## src/rtl/neuron_activation.sv

```systemverilog
// neuron_activation: two-stage Q32.32 -> Q16.16 saturating rescale and selectable activation with valid/ready flow
module neuron_activation #(
  parameter int FRAC = 16
) (
  input  logic        clk,
  input  logic        rst,
  input  logic        in_valid,
  output logic        in_ready,
  input  logic [63:0] s_sum,
  input  logic [1:0]  mode,
  output logic        out_valid,
  input  logic        out_ready,
  output logic [31:0] a_out,
  output logic        sat_flag,
  output logic [15:0] sat_cnt
);
  logic               v1, sat1, ready1, ready2, ovf;
  logic [31:0]        x1, x, y;
  logic [1:0]         m1;
  logic signed [63:0] t;
  logic signed [32:0] xe, hs;
  logic signed [31:0] xs;
  assign ready2   = !out_valid || out_ready;
  assign ready1   = !v1 || ready2;
  assign in_ready = ready1 && !rst;
  // scale: floor shift, then clip anything outside the signed 32-bit range
  always_comb begin
    t   = $signed(s_sum) >>> FRAC;
    ovf = t[63:31] != {33{t[63]}};
    x   = ovf ? (t[63] ? 32'h8000_0000 : 32'h7FFF_FFFF) : t[31:0];
  end
  // activate: hard sigmoid sum kept at 33 bits so extreme inputs cannot wrap
  always_comb begin
    xs = x1;
    xe = {x1[31], x1};
    hs = 33'sh0_8000 + (xe >>> 2);
    y  = m1 == 2'd0 ? x1 :
         m1 == 2'd1 ? (x1[31] ? 32'd0 : x1) :
         m1 == 2'd2 ? (x1[31] ? 32'(xs >>> 3) : x1) :
         hs[32] ? 32'd0 : (hs > 33'sh1_0000 ? 32'h1_0000 : hs[31:0]);
  end
  // pipeline registers, handshake-driven shifting and saturating diagnostic counter
  always_ff @(posedge clk or posedge rst) begin
    if (rst) begin
      v1        <= 1'b0;
      sat1      <= 1'b0;
      x1        <= '0;
      m1        <= '0;
      out_valid <= 1'b0;
      a_out     <= '0;
      sat_flag  <= 1'b0;
      sat_cnt   <= '0;
    end else begin
      if (ready1) begin
        v1 <= in_valid;
        if (in_valid) begin
          x1   <= x;
          sat1 <= ovf;
          m1   <= mode;
        end
      end
      if (ready2) begin
        out_valid <= v1;
        if (v1) begin
          a_out    <= y;
          sat_flag <= sat1;
        end
      end
      if (out_valid && out_ready && sat_flag && sat_cnt != 16'hFFFF)
        sat_cnt <= sat_cnt + 16'd1;
    end
  end
endmodule

```

## config.mk

```make
export PLATFORM = sky130hd
export DESIGN_NAME = neuron_activation
export DESIGN_NICKNAME = d
export VERILOG_FILES = /design/src/rtl/neuron_activation.sv
export SDC_FILE = /design/constraint.sdc
export NUM_CORES = 1
export LEC_CHECK = 0
export ABC_AREA = 1
export CORE_MARGIN = 2
export CORE_UTILIZATION = 45
export DETAILED_ROUTE_END_ITERATION = 10
export GPL_TIMING_DRIVEN = 0
export PLACE_DENSITY = 0.77
export SYNTH_ARGS = -nofsm -noshare
export SYNTH_HDL_FRONTEND = slang
export SYNTH_SLANG_ARGS = --single-unit
```

## constraint.sdc

```tcl
create_clock -name clk -period 3 [get_ports clk]
set_clock_uncertainty 0.15 [all_clocks]
set_input_delay 0.45 -clock clk [delete_from_list [all_inputs] [get_ports clk]]
set_output_delay 0.45 -clock clk [all_outputs]
set_load 0.05 [all_outputs]
```

==> flow_results.xml, run 1 <==
<?xml version="1.0" encoding="UTF-8"?>
<metrics>
  <group name="routing">
    <metric name="dr_total_vias" unit="">5232</metric>
    <metric name="drc" unit="">0</metric>
    <metric name="via_per_inst" unit="">5.44</metric>
    <metric name="detail_route.wirelength" unit="microns">15300</metric>
    <metric name="drt.antenna.violating_nets" unit="">0</metric>
    <metric name="dr.first_iter.drc_count" unit="">585</metric>
    <metric name="wire_per_inst" unit="microns">15.9</metric>
    <metric name="initial_drt_pass_iterations" unit="">5</metric>
  </group>
  <group name="setup_path">
    <metric name="crit_top_cell" unit="">sky130_fd_sc_hd__buf_12</metric>
    <metric name="timing.critical_path.max_delay_family" unit="">buffers and inverters</metric>
    <metric name="end_kind" unit="">output port</metric>
    <metric name="timing.setup.critical_path_class" unit="">input port to output port</metric>
    <metric name="critical_path.cell_chain" unit="">clkdlybuf4s50_1 -&gt; clkinvlp_4 -&gt; buf_12 -&gt; buf_12 -&gt; nand2_1 -&gt; inv_1 -&gt; dlygate4sd2_1</metric>
    <metric name="worstPathMaxFanout" unit="">44</metric>
    <metric name="max_stage_delay" unit="ns">0.52</metric>
    <metric name="worst-endpoint-required" unit="ns">2.40</metric>
    <metric name="startpoint_types" unit="">input port</metric>
    <metric name="arrival_time_of_data_at_the_critical_path_endpoint" unit="ns">2.12</metric>
    <metric name="cp.buffers_inverters" unit="">6</metric>
    <metric name="cpMaxStageDelayCell" unit="">sky130_fd_sc_hd__dlygate4sd2_1</metric>
  </group>
  <group name="placed_design">
    <metric name="count_of_placed_standard_cells_including_taps" unit="">944</metric>
    <metric name="pre_cts_setup_slack" unit="ns">-0.347</metric>
    <metric name="place.gp.congestion" unit="">0.963</metric>
    <metric name="detailedPlacementHpwl" unit="microns">11800</metric>
    <metric name="buffer_ports.inserted" unit="">104</metric>
  </group>
  <group name="finish">
    <metric name="insertedDiodeCount" unit="">0</metric>
    <metric name="final_net_count" unit="">888</metric>
    <metric name="drive_above_1_share" unit="%">4.38</metric>
    <metric name="layout-area-overhead-vs-synth" unit="%">29.9</metric>
    <metric name="finish.cell_count_without_fillers" unit="">961</metric>
  </group>
  <group name="clock_network">
    <metric name="clk_root_buf" unit="">sky130_fd_sc_hd__clkbuf_8</metric>
    <metric name="worst_setup_hold_path_clk_slew" unit="ns">0.09</metric>
    <metric name="number_of_buffers_created_by_cts" unit="">9</metric>
    <metric name="clk_buf_depth" unit="">2</metric>
    <metric name="clkLatencyLatePin" unit="ns">0.37</metric>
    <metric name="tritoncts" unit="">done</metric>
    <metric name="number_of_sinks_on_the_clock_net" unit="">86</metric>
    <metric name="clock_tree.htree_level_count" unit="">3</metric>
  </group>
  <group name="global_routing">
    <metric name="number_of_antenna_violations_at_the_first_check_in_global_routing" unit="">0</metric>
    <metric name="grt_use_total" unit="%">27.1</metric>
    <metric name="grt_first_pass_wirelength" unit="microns">24900</metric>
    <metric name="overflow" unit="">0</metric>
    <metric name="grt_start_max_net_pins" unit="">45</metric>
    <metric name="vias_in_the_first_global_route" unit="">4947</metric>
  </group>
  <group name="timing">
    <metric name="max_clock_freq" unit="MHz">368</metric>
    <metric name="headroom_to_the_max_slew_limit" unit="%">56.0</metric>
    <metric name="tightest_slew" unit="ns">0.658</metric>
    <metric name="grt_setup_unrepaired" unit="">no</metric>
    <metric name="fin_crit_sh" unit="%">90.5</metric>
    <metric name="number_of_endpoints_failing_setup_at_the_final_stage" unit="">0</metric>
    <metric name="timing.final.ws_setup" unit="ns">0.284</metric>
    <metric name="period_needed" unit="ns">2.72</metric>
    <metric name="hold_viol_final" unit="">0</metric>
    <metric name="number_of_pins_with_negative_max_slew_slack_in_the_final_report" unit="">0</metric>
  </group>
  <group name="floorplanning">
    <metric name="die_width" unit="microns">109</metric>
    <metric name="floorplan.core_area" unit="sq mm">0.0108</metric>
    <metric name="dieArea" unit="sq mm">0.0119</metric>
    <metric name="io_pins" unit="">121</metric>
    <metric name="floorplan.initialDensity" unit="%">46.1</metric>
    <metric name="die_height" unit="microns">109</metric>
    <metric name="rows" unit="">38</metric>
  </group>
  <group name="synthesis">
    <metric name="share_of_the_synthesized_area_in_the_top_cell_type" unit="%">43.3</metric>
    <metric name="syn_inst" unit="">698</metric>
    <metric name="count_of_flip_flops_with_a_built_in_enable_after_synthesis" unit="">0</metric>
    <metric name="synthesis.area_per_instance" unit="sq um">7.13</metric>
    <metric name="synth_cell_types" unit="">32</metric>
    <metric name="yosysWarnings" unit="">0</metric>
    <metric name="post_synth_instance_area" unit="sq mm">0.00497</metric>
    <metric name="synth.yosys.seq_area_share" unit="%">43.3</metric>
    <metric name="yosys.area.top_type" unit="">sky130_fd_sc_hd__dfrtp_1</metric>
    <metric name="synth_top_flop_cell" unit="">sky130_fd_sc_hd__dfrtp_1</metric>
    <metric name="yosys.cell_count.top_type" unit="">sky130_fd_sc_hd__nand2_1</metric>
    <metric name="post_synth_main_area_contributors" unit="">sky130_fd_sc_hd__dfrtp_1 (43%), sky130_fd_sc_hd__nand2_1 (18%), sky130_fd_sc_hd__o21ai_0 (4.6%)</metric>
    <metric name="synthArstFlopShare" unit="%">100</metric>
    <metric name="synth.ff_latch_count" unit="">86</metric>
    <metric name="synth_top_cells_by_count" unit="">sky130_fd_sc_hd__nand2_1 (240), sky130_fd_sc_hd__dfrtp_1 (86), sky130_fd_sc_hd__inv_1 (53), sky130_fd_sc_hd__nor2_1 (53), sky130_fd_sc_hd__o21ai_0 (46)</metric>
    <metric name="synthesis.nets" unit="">770</metric>
  </group>
  <group name="power_and_ir_drop">
    <metric name="power_leakage" unit="nW">2.97</metric>
    <metric name="max-vdd-ir-drop" unit="uV">477</metric>
    <metric name="power_per_cell_area" unit="mW/mm^2">747</metric>
  </group>
  <group name="run_status">
    <metric name="result_of_the_run" unit="">complete, no violations</metric>
  </group>
  <group name="job">
    <metric name="drv.max_cap_violation_count" unit="">0</metric>
  </group>
  <group name="worst_hold_path">
    <metric name="min_path_type" unit="">input port to async pin</metric>
  </group>
</metrics>
-- metal layers --
metal  GRT usage [%]  up-vias  share of wire (%)
met5               0        -                  0
met4            8.97        0                1.9
met3            4.36       22                7.6
met2            44.1      233                 46
met1            36.9     2439                 45
li1                -     2538                  -
-- flip-flops by register name, indices dropped and copies added (netlist names) --
name / flops
a_out: 32
m1: 2
out_valid: 1
sat1: 1
sat_cnt: 16
sat_flag: 1
v1: 1
x1: 32
-- worst paths after layout --
path / start / endpoint / slack [ns] / depth (start not counted)
min in group clk: a_out[13] / a_out[13] / 0.33 / 2
max reg2reg: x1[17] / a_out[9] / 0.39 / 14
max: rst / in_ready / 0.28 / 7
min reg2reg: a_out[13] / a_out[13] / 0.33 / 2
max in group asynchronous: rst / m1[1] / 1.94 / 4
min: rst / a_out[31] / 0.30 / 3
-- area by class of cell --
class,count,area [sq um]
multi-input cells,524,2480
clock inverters,4,53.8
clock buffers,12,165
well taps,140,175
repair buffers,107,1090
plain buffers,33,133
inverters,55,210
fillers,995,4330
flip-flops and latches,86,2150
-- per-stage QoR --
| step | area [sq um] | hold slack (ns) | power, W | utilization [%] | TNS (ns) |
|---|---|---|---|---|---|
| 6_report | 6460 | 0.300 | 0.00482 | 59.8 | 0 |
| 5_1_grt | 6460 | 0.319 | 0.00511 | 59.8 | 0 |
| 4_1_cts | 6460 | 0.301 | 0.00483 | 59.8 | 0 |
| 3_5_place_dp | 6230 | 0.317 | 0.00394 | 57.8 | -0.347 |
| 3_3_place_gp | 6190 | 0.315 | 0.00390 | 57.4 | -1.24 |
| 2_1_floorplan | 4980 | 0.328 | 0.00313 | - | 0 |
-- cells by family (layout without fill, tap and decap cells) --
logic type               after synthesis  after routing  synth area share (%)
flip-flops                            86             86                  43.3
AND/OR/NAND/NOR                      369            369                  30.9
adder cells (fa/ha/maj)                2              2                 0.503
XOR/XNOR                              16             16                  2.82
AO/OA/AOI/OAI                        137            137                  15.7
buffers and inverters                 88            211                  6.82
-- report_power, final --
group | total, W | switching, W | internal [W]
clock | 0.000891 | 0.000436 | 0.000454
sequential | 0.00168 | 0.000247 | 0.00143
combinational | 0.00225 | 0.00153 | 0.000727
total | 0.00482 | 0.00221 | 0.00261
-- cell usage in the layout, fill, tap and decap left out, types with 6 or more instances in the layout --
cell and instances:
sky130_fd_sc_hd__inv_1 52, sky130_fd_sc_hd__nand2_1 240, sky130_fd_sc_hd__a22oi_1 17, sky130_fd_sc_hd__xnor2_1 6
sky130_fd_sc_hd__nand3_1 39, sky130_fd_sc_hd__xor2_1 10, sky130_fd_sc_hd__nand4_1 17, sky130_fd_sc_hd__o21ai_0 46
sky130_fd_sc_hd__clkbuf_1 26, sky130_fd_sc_hd__o21ai_1 9, sky130_fd_sc_hd__nor2_1 53, sky130_fd_sc_hd__dfrtp_1 86
sky130_fd_sc_hd__o211ai_1 10, sky130_fd_sc_hd__nor3_1 10, sky130_fd_sc_hd__clkdlybuf4s50_1 103, sky130_fd_sc_hd__clkbuf_8 12
sky130_fd_sc_hd__a21oi_1 44
-- timing repair --
item,CTS,global route
setup endpoints to repair,1,0
buffers inserted,1,0
gates resized for setup,1,0
hold buffers,0,0
-- worst min-delay path: cells and delay by family --
kind,cells,cell delay (ns)
buffers and inverters,3,0.74
Power figures use the tool's default switching activity.
==> inputs of run 2 (changes only) <==
--- a/config.mk
+++ b/config.mk
@@ -7,10 +7,10 @@
 export LEC_CHECK = 0
 export ABC_AREA = 1
 export CORE_MARGIN = 2
-export CORE_UTILIZATION = 45
+export CORE_UTILIZATION = 40
 export DETAILED_ROUTE_END_ITERATION = 10
 export GPL_TIMING_DRIVEN = 0
-export PLACE_DENSITY = 0.77
+export PLACE_DENSITY = 0.69
 export SYNTH_ARGS = -nofsm -noshare
 export SYNTH_HDL_FRONTEND = slang
 export SYNTH_SLANG_ARGS = --single-unit
==> run 2 against run 1 <==
Against the previous run: via count rose by 0.59%; utilization is 5.2 points lower; worst setup slack got worse by 0.099 ns; critical path type unchanged; sequential power barely moved; die area is 12% higher; maximum frequency down 3.5%; cell area increased by 2.0%; worst hold slack gained 0.028 ns; largest power group unchanged; sequential share of layout area down 0.66 points.
==> flow_results.xml, run 2 (same netlist as run 1, synthesis figures left out) <==
<?xml version="1.0" encoding="UTF-8"?>
<metrics>
  <group name="run_status">
    <metric name="result_of_the_run" unit="">complete, no violations</metric>
  </group>
  <group name="floorplanning">
    <metric name="floorplan.initialDensity" unit="%">41.2</metric>
    <metric name="io_pins" unit="">121</metric>
    <metric name="dieArea" unit="sq mm">0.0133</metric>
    <metric name="rows" unit="">40</metric>
    <metric name="die_width" unit="microns">116</metric>
    <metric name="die_height" unit="microns">116</metric>
    <metric name="floorplan.core_area" unit="sq mm">0.0121</metric>
  </group>
  <group name="routing">
    <metric name="wire_per_inst" unit="microns">15.9</metric>
    <metric name="dr.first_iter.drc_count" unit="">324</metric>
    <metric name="initial_drt_pass_iterations" unit="">5</metric>
    <metric name="dr_total_vias" unit="">5263</metric>
    <metric name="detail_route.wirelength" unit="microns">15700</metric>
    <metric name="drc" unit="">0</metric>
    <metric name="via_per_inst" unit="">5.32</metric>
    <metric name="drt.antenna.violating_nets" unit="">0</metric>
  </group>
  <group name="setup_path">
    <metric name="cpMaxStageDelayCell" unit="">sky130_fd_sc_hd__clkdlybuf4s50_1</metric>
    <metric name="cp.buffers_inverters" unit="">5</metric>
    <metric name="cp_num_cells" unit="">6</metric>
    <metric name="worst-endpoint-required" unit="ns">2.40</metric>
    <metric name="worst_r2r_path_depth" unit="">14</metric>
    <metric name="worstPathMaxFanout" unit="">28</metric>
    <metric name="critical_path.cell_chain" unit="">clkdlybuf4s50_1 -&gt; clkinvlp_4 -&gt; buf_12 -&gt; nand2_1 -&gt; inv_1 -&gt; clkdlybuf4s50_1</metric>
    <metric name="startpoint_types" unit="">input port</metric>
    <metric name="end_kind" unit="">output port</metric>
    <metric name="crit_top_cell" unit="">sky130_fd_sc_hd__clkdlybuf4s50_1</metric>
    <metric name="timing.setup.critical_path_class" unit="">input port to output port</metric>
    <metric name="timing.critical_path.max_delay_family" unit="">buffers and inverters</metric>
    <metric name="arrival_time_of_data_at_the_critical_path_endpoint" unit="ns">2.21</metric>
    <metric name="max_stage_delay" unit="ns">0.79</metric>
  </group>
  <group name="placed_design">
    <metric name="buffer_ports.inserted" unit="">104</metric>
    <metric name="place.gp.congestion" unit="">0.963</metric>
    <metric name="detailedPlacementHpwl" unit="microns">12100</metric>
  </group>
  <group name="timing">
    <metric name="setup_total_negative_slack" unit="ns">0</metric>
    <metric name="headroom_to_the_max_slew_limit" unit="%">51.8</metric>
    <metric name="max_clock_freq" unit="MHz">355</metric>
    <metric name="period_needed" unit="ns">2.81</metric>
    <metric name="number_of_pins_with_negative_max_slew_slack_in_the_final_report" unit="">0</metric>
    <metric name="fin_crit_sh" unit="%">93.8</metric>
    <metric name="grt_setup_unrepaired" unit="">no</metric>
    <metric name="number_of_endpoints_failing_setup_at_the_final_stage" unit="">0</metric>
    <metric name="hold_viol_final" unit="">0</metric>
    <metric name="tightest_slew" unit="ns">0.720</metric>
    <metric name="hold_slack" unit="ns">0.328</metric>
  </group>
  <group name="power_and_ir_drop">
    <metric name="power.net_switching" unit="W">0.00226</metric>
    <metric name="max-vdd-ir-drop" unit="uV">333</metric>
    <metric name="netSwitchingFraction" unit="%">44.4</metric>
    <metric name="power.sequential.fraction" unit="%">33.0</metric>
    <metric name="cellInternalPower" unit="W">0.00284</metric>
    <metric name="power_leakage" unit="nW">3.02</metric>
    <metric name="clock_power_share" unit="%">22.5</metric>
    <metric name="power.total" unit="W">0.00510</metric>
    <metric name="power_per_cell_area" unit="mW/mm^2">774</metric>
    <metric name="combinationalPowerShare" unit="%">44.5</metric>
  </group>
  <group name="finish">
    <metric name="regs_by_ff_count" unit="">a_out: 32 flops, x1: 32 flops, sat_cnt: 16 flops</metric>
    <metric name="commonest_cells_after_routing_fill_and_taps_aside" unit="">sky130_fd_sc_hd__nand2_1 (240), sky130_fd_sc_hd__clkdlybuf4s50_1 (104), sky130_fd_sc_hd__dfrtp_1 (86), sky130_fd_sc_hd__nor2_1 (53), sky130_fd_sc_hd__inv_1 (52)</metric>
    <metric name="most_common_library_cell_in_the_layout_ignoring_fill_and_taps" unit="">sky130_fd_sc_hd__nand2_1</metric>
    <metric name="layout-area-overhead-vs-synth" unit="%">32.5</metric>
    <metric name="area_of_the_multi_input_gates" unit="sq mm">0.00248</metric>
    <metric name="seq_area" unit="sq mm">0.00215</metric>
    <metric name="filler_cell_count" unit="">1200</metric>
    <metric name="final_net_count" unit="">889</metric>
    <metric name="drive_above_1_share" unit="%">4.50</metric>
    <metric name="insertedDiodeCount" unit="">0</metric>
  </group>
  <group name="clock_network">
    <metric name="number_of_sinks_on_the_clock_net" unit="">86</metric>
    <metric name="clock_tree.htree_level_count" unit="">3</metric>
    <metric name="worst_setup_hold_path_clk_slew" unit="ns">0.06</metric>
    <metric name="clk_buf_depth" unit="">2</metric>
    <metric name="clkLatencyLatePin" unit="ns">0.34</metric>
    <metric name="number_of_buffers_created_by_cts" unit="">9</metric>
    <metric name="clk_root_buf" unit="">sky130_fd_sc_hd__clkbuf_16</metric>
    <metric name="ctsHoldBuffers" unit="">0</metric>
    <metric name="post_cts_resized" unit="">0</metric>
    <metric name="tritoncts" unit="">done</metric>
  </group>
  <group name="global_routing">
    <metric name="grt_start_max_net_pins" unit="">36</metric>
    <metric name="overflow" unit="">0</metric>
    <metric name="grt_use_total" unit="%">24.6</metric>
    <metric name="grt_first_pass_wirelength" unit="microns">25800</metric>
    <metric name="vias_in_the_first_global_route" unit="">5173</metric>
    <metric name="number_of_antenna_violations_at_the_first_check_in_global_routing" unit="">0</metric>
  </group>
  <group name="worst_hold_path">
    <metric name="min_path_type" unit="">flip-flop to flip-flop</metric>
    <metric name="hold_path_depth" unit="">2</metric>
  </group>
  <group name="job">
    <metric name="drv.max_cap_violation_count" unit="">0</metric>
  </group>
</metrics>
run 2: cell count changes in the layout (fill, tap and decap cells not counted):
cell / change
sky130_fd_sc_hd__clkinvlp_2: +1
sky130_fd_sc_hd__clkinv_2: +1
sky130_fd_sc_hd__clkbuf_8: -11
sky130_fd_sc_hd__clkinvlp_4: -1
sky130_fd_sc_hd__clkdlybuf4s50_1: +1
sky130_fd_sc_hd__inv_6: +2
sky130_fd_sc_hd__clkbuf_16: +9
sky130_fd_sc_hd__dlygate4sd2_1: -1
run 2: metal layers:
layer	vias to the layer above	share of wire, %	global-route usage (%)
met2	227	45	38.6
li1	2534	-	-
met1	2486	47	35.3
met5	-	0	0
met4	0	1.3	6.83
met3	16	6.3	3.82
run 2: repair_timing:
item / 4_1_cts / 5_1_grt
endpoints found under the hold margin: 0 / 0
setup endpoints to repair: 1 / 0
buffers inserted: 1 / 0
run 2: stage by stage:
stage	util [%]	setup WS, ns	instance area (sq um)	std cells
6_report	54.6	0.185	6590	990
5_1_grt	54.6	0.101	6590	990
4_1_cts	54.6	0.167	6590	990
3_5_place_dp	52.0	-0.335	6270	972
3_3_place_gp	51.6	-1.27	6230	970
2_1_floorplan	-	0.287	4980	698
run 2: final cells by class:
class | count | share of cell area (%)
Timing Repair inverter | 1 | 0.0760
Timing Repair Buffer | 107 | 16.5
Clock inverter | 6 | 1.04
Buffer | 33 | 2.01
Tap cell | 168 | 3.19
Sequential cell | 86 | 32.7
Multi-Input combinational cell | 524 | 37.7
Clock buffer | 10 | 3.63
Inverter | 55 | 3.19
run 2: power groups by stage:
stage	logic [W]	registers [W]	clock network, W
after CTS	0.00227	0.00168	0.00117
after global routing	0.00244	0.00172	0.00123
final	0.00227	0.00168	0.00115
after detailed placement	0.00225	0.00170	0
after floorplan	0.000761	0.00236	0
after global placement	0.00222	0.00169	0
run 2: final timing paths:
kind	startpoint	end	slack [ns]
min in group asynchronous	rst	sat_cnt[11]	0.41
max	rst	in_ready	0.19
min	a_out[5]	a_out[5]	0.33
max in group asynchronous	rst	x1[0]	1.85
min reg2reg	a_out[5]	a_out[5]	0.33
max reg2reg	x1[17]	a_out[9]	0.35
run 2: worst min-delay path, stage by stage, from the launching register on:
cell and delay, ns:
sky130_fd_sc_hd__dfrtp_1 0.34, sky130_fd_sc_hd__nand2_1 0.05, sky130_fd_sc_hd__nand2_1 0.06
==> inputs of run 3 (changes only) <==
==> constraint.sdc (replaced) <==
create_clock -name clk -period 3 [get_ports clk]
set_clock_uncertainty 0.15 [all_clocks]
set_input_delay 0.45 -clock clk [delete_from_list [all_inputs] [get_ports clk]]
set_output_delay 0.45 -clock clk [all_outputs]
set_load 0.01 [all_outputs]
==> run 3 against run 2 <==
Against the previous run: clock power barely moved; non-clock buffer count unchanged; global-route usage stayed put; cell area did not move; via count down 0.13%; utilization is the same; register-to-register slack about the same; power decreased by 13%; maximum frequency grew 6.5%; final cell count did not move; count of clock-buffer cells in the layout stayed put; largest cell class unchanged.
==> flow_results.xml, run 3 (same netlist as run 1, synthesis figures left out) <==
<?xml version="1.0" encoding="UTF-8"?>
<metrics>
  <group name="job">
    <metric name="drv.max_cap_violation_count" unit="">0</metric>
  </group>
  <group name="finish">
    <metric name="area_of_the_multi_input_gates" unit="sq mm">0.00248</metric>
    <metric name="finish.cell_count_without_fillers" unit="">990</metric>
    <metric name="seq_area" unit="sq mm">0.00215</metric>
    <metric name="most_common_library_cell_in_the_layout_ignoring_fill_and_taps" unit="">sky130_fd_sc_hd__nand2_1</metric>
    <metric name="final_net_count" unit="">889</metric>
    <metric name="layout-area-overhead-vs-synth" unit="%">32.5</metric>
    <metric name="insertedDiodeCount" unit="">0</metric>
    <metric name="regs_by_ff_count" unit="">a_out: 32 flops, x1: 32 flops, sat_cnt: 16 flops</metric>
    <metric name="commonest_cells_after_routing_fill_and_taps_aside" unit="">sky130_fd_sc_hd__nand2_1 (240), sky130_fd_sc_hd__clkdlybuf4s50_1 (104), sky130_fd_sc_hd__dfrtp_1 (86), sky130_fd_sc_hd__nor2_1 (53), sky130_fd_sc_hd__inv_1 (52)</metric>
    <metric name="filler_cell_count" unit="">1201</metric>
    <metric name="drive_above_1_share" unit="%">4.50</metric>
  </group>
  <group name="routing">
    <metric name="drc" unit="">0</metric>
    <metric name="dr.first_iter.drc_count" unit="">324</metric>
    <metric name="initial_drt_pass_iterations" unit="">5</metric>
    <metric name="wire_per_inst" unit="microns">15.9</metric>
    <metric name="drt.antenna.violating_nets" unit="">0</metric>
    <metric name="dr_total_vias" unit="">5256</metric>
    <metric name="detail_route.wirelength" unit="microns">15700</metric>
    <metric name="via_per_inst" unit="">5.31</metric>
  </group>
  <group name="global_routing">
    <metric name="grt_first_pass_wirelength" unit="microns">25800</metric>
    <metric name="overflow" unit="">0</metric>
    <metric name="grt_start_max_net_pins" unit="">36</metric>
    <metric name="vias_in_the_first_global_route" unit="">5170</metric>
    <metric name="grt_use_total" unit="%">24.6</metric>
    <metric name="number_of_antenna_violations_at_the_first_check_in_global_routing" unit="">0</metric>
  </group>
  <group name="timing">
    <metric name="grt_setup_unrepaired" unit="">no</metric>
    <metric name="number_of_endpoints_failing_setup_at_the_final_stage" unit="">0</metric>
    <metric name="max_clock_freq" unit="MHz">378</metric>
    <metric name="period_needed" unit="ns">2.64</metric>
    <metric name="number_of_pins_with_negative_max_slew_slack_in_the_final_report" unit="">0</metric>
    <metric name="fin_crit_sh" unit="%">88.1</metric>
    <metric name="setup_total_negative_slack" unit="ns">0</metric>
    <metric name="tightest_slew" unit="ns">0.718</metric>
    <metric name="timing.final.ws_setup" unit="ns">0.356</metric>
    <metric name="hold_slack" unit="ns">0.328</metric>
    <metric name="headroom_to_the_max_slew_limit" unit="%">52.0</metric>
    <metric name="hold_viol_final" unit="">0</metric>
  </group>
  <group name="setup_path">
    <metric name="end_kind" unit="">flip-flop</metric>
    <metric name="timing.setup.critical_path_class" unit="">flip-flop to flip-flop</metric>
    <metric name="worstPathMaxFanout" unit="">10</metric>
    <metric name="startpoint_types" unit="">flip-flop</metric>
    <metric name="arrival_time_of_data_at_the_critical_path_endpoint" unit="ns">2.77</metric>
    <metric name="worst-endpoint-required" unit="ns">3.13</metric>
  </group>
  <group name="floorplanning">
    <metric name="rows" unit="">40</metric>
    <metric name="die_height" unit="microns">116</metric>
    <metric name="io_pins" unit="">121</metric>
    <metric name="floorplan.core_area" unit="sq mm">0.0121</metric>
    <metric name="dieArea" unit="sq mm">0.0133</metric>
    <metric name="floorplan.initialDensity" unit="%">41.2</metric>
    <metric name="die_width" unit="microns">116</metric>
  </group>
  <group name="placed_design">
    <metric name="place.gp.congestion" unit="">0.963</metric>
    <metric name="detailedPlacementHpwl" unit="microns">12100</metric>
    <metric name="buffer_ports.inserted" unit="">104</metric>
    <metric name="pre_cts_setup_slack" unit="ns">-0.112</metric>
    <metric name="count_of_placed_standard_cells_including_taps" unit="">972</metric>
  </group>
  <group name="power_and_ir_drop">
    <metric name="power_per_cell_area" unit="mW/mm^2">676</metric>
    <metric name="power.total" unit="W">0.00445</metric>
    <metric name="power_leakage" unit="nW">3.02</metric>
    <metric name="max-vdd-ir-drop" unit="uV">290</metric>
  </group>
  <group name="clock_network">
    <metric name="tritoncts" unit="">done</metric>
    <metric name="clk_buf_depth" unit="">2</metric>
    <metric name="number_of_sinks_on_the_clock_net" unit="">86</metric>
    <metric name="worst_setup_hold_path_clk_slew" unit="ns">0.06</metric>
    <metric name="clk_root_buf" unit="">sky130_fd_sc_hd__clkbuf_16</metric>
    <metric name="clock_tree.htree_level_count" unit="">3</metric>
    <metric name="post_cts_resized" unit="">0</metric>
    <metric name="number_of_buffers_created_by_cts" unit="">9</metric>
    <metric name="ctsHoldBuffers" unit="">0</metric>
    <metric name="clkLatencyLatePin" unit="ns">0.34</metric>
  </group>
  <group name="worst_hold_path">
    <metric name="min_path_type" unit="">flip-flop to flip-flop</metric>
  </group>
  <group name="run_status">
    <metric name="result_of_the_run" unit="">complete, no violations</metric>
  </group>
</metrics>
==> run 3: cell counts in the layout (fill, tap and decap cells not counted) <==
Identical to the previous run, type by type.
==> run 3: power by group <==
part | switching (W) | internal (W) | leakage [nW]
Sequential | 0.000247 | 0.00143 | 1.03
Combinational | 0.000892 | 0.000732 | 1.83
Clock | 0.000475 | 0.000674 | 0.149
Total | 0.00161 | 0.00284 | 3.02
==> run 3: metrics by stage <==
| stage | instance area (sq um) | util (%) |
|---|---|---|
| floorplan | 4980 | - |
| global route | 6590 | 54.6 |
| global placement | 6230 | 51.6 |
| detailed placement | 6270 | 52.0 |
| finish | 6590 | 54.6 |
| CTS | 6580 | 54.6 |
==> run 3: repair_timing <==
action                                  4_1_cts  5_1_grt
buffers inserted                              0        1
cloned                                        1        0
endpoints found under the setup margin        1        1
==> run 3: worst paths after layout <==
check | startpoint | slack (ns) | endpoint | depth (start not counted)
hold / removal | a_out[5] | 0.33 | a_out[5] | 2
hold reg to reg | a_out[5] | 0.33 | a_out[5] | 2
setup reg to reg | x1[17] | 0.36 | a_out[9] | 14
max in group asynchronous | rst | 1.85 | x1[0] | 4
setup / recovery | x1[17] | 0.36 | a_out[9] | 14
min in group asynchronous | rst | 0.41 | sat_cnt[11] | 3
==> run 3: cell type report <==
class                   count  share of cell area [%]
plain buffers              33                    2.01
clock buffers              10                    3.63
clock inverters             6                    1.04
inverters                  55                    3.19
multi-input cells         524                    37.7
flip-flops and latches     86                    32.7
well taps                 168                    3.19
repair buffers            107                    16.5
repair inverters            1                  0.0760
==> run 3: critical path: stages, from the launching register on <==
cell and delay, ns:
sky130_fd_sc_hd__dfrtp_1 0.57, sky130_fd_sc_hd__ha_1 0.34, sky130_fd_sc_hd__nand3_1 0.16, sky130_fd_sc_hd__nor2_2 0.21, sky130_fd_sc_hd__nand3_1 0.09, sky130_fd_sc_hd__nand2_1 0.07, sky130_fd_sc_hd__nand3_1 0.06, sky130_fd_sc_hd__nor2_1 0.30
sky130_fd_sc_hd__and2_4 0.22, sky130_fd_sc_hd__nand2_4 0.10, sky130_fd_sc_hd__inv_2 0.09, sky130_fd_sc_hd__nand2_1 0.05, sky130_fd_sc_hd__nand2_1 0.06, sky130_fd_sc_hd__nand2_1 0.06, sky130_fd_sc_hd__nand2_1 0.06
==> run 3: routing by layer <==
metal / part of all wire, % / global-route usage [%]
met1: 47 / 35.3
met2: 45 / 38.6
met3: 6.7 / 3.82
met4: 1.5 / 6.83
met5: 0 / 0
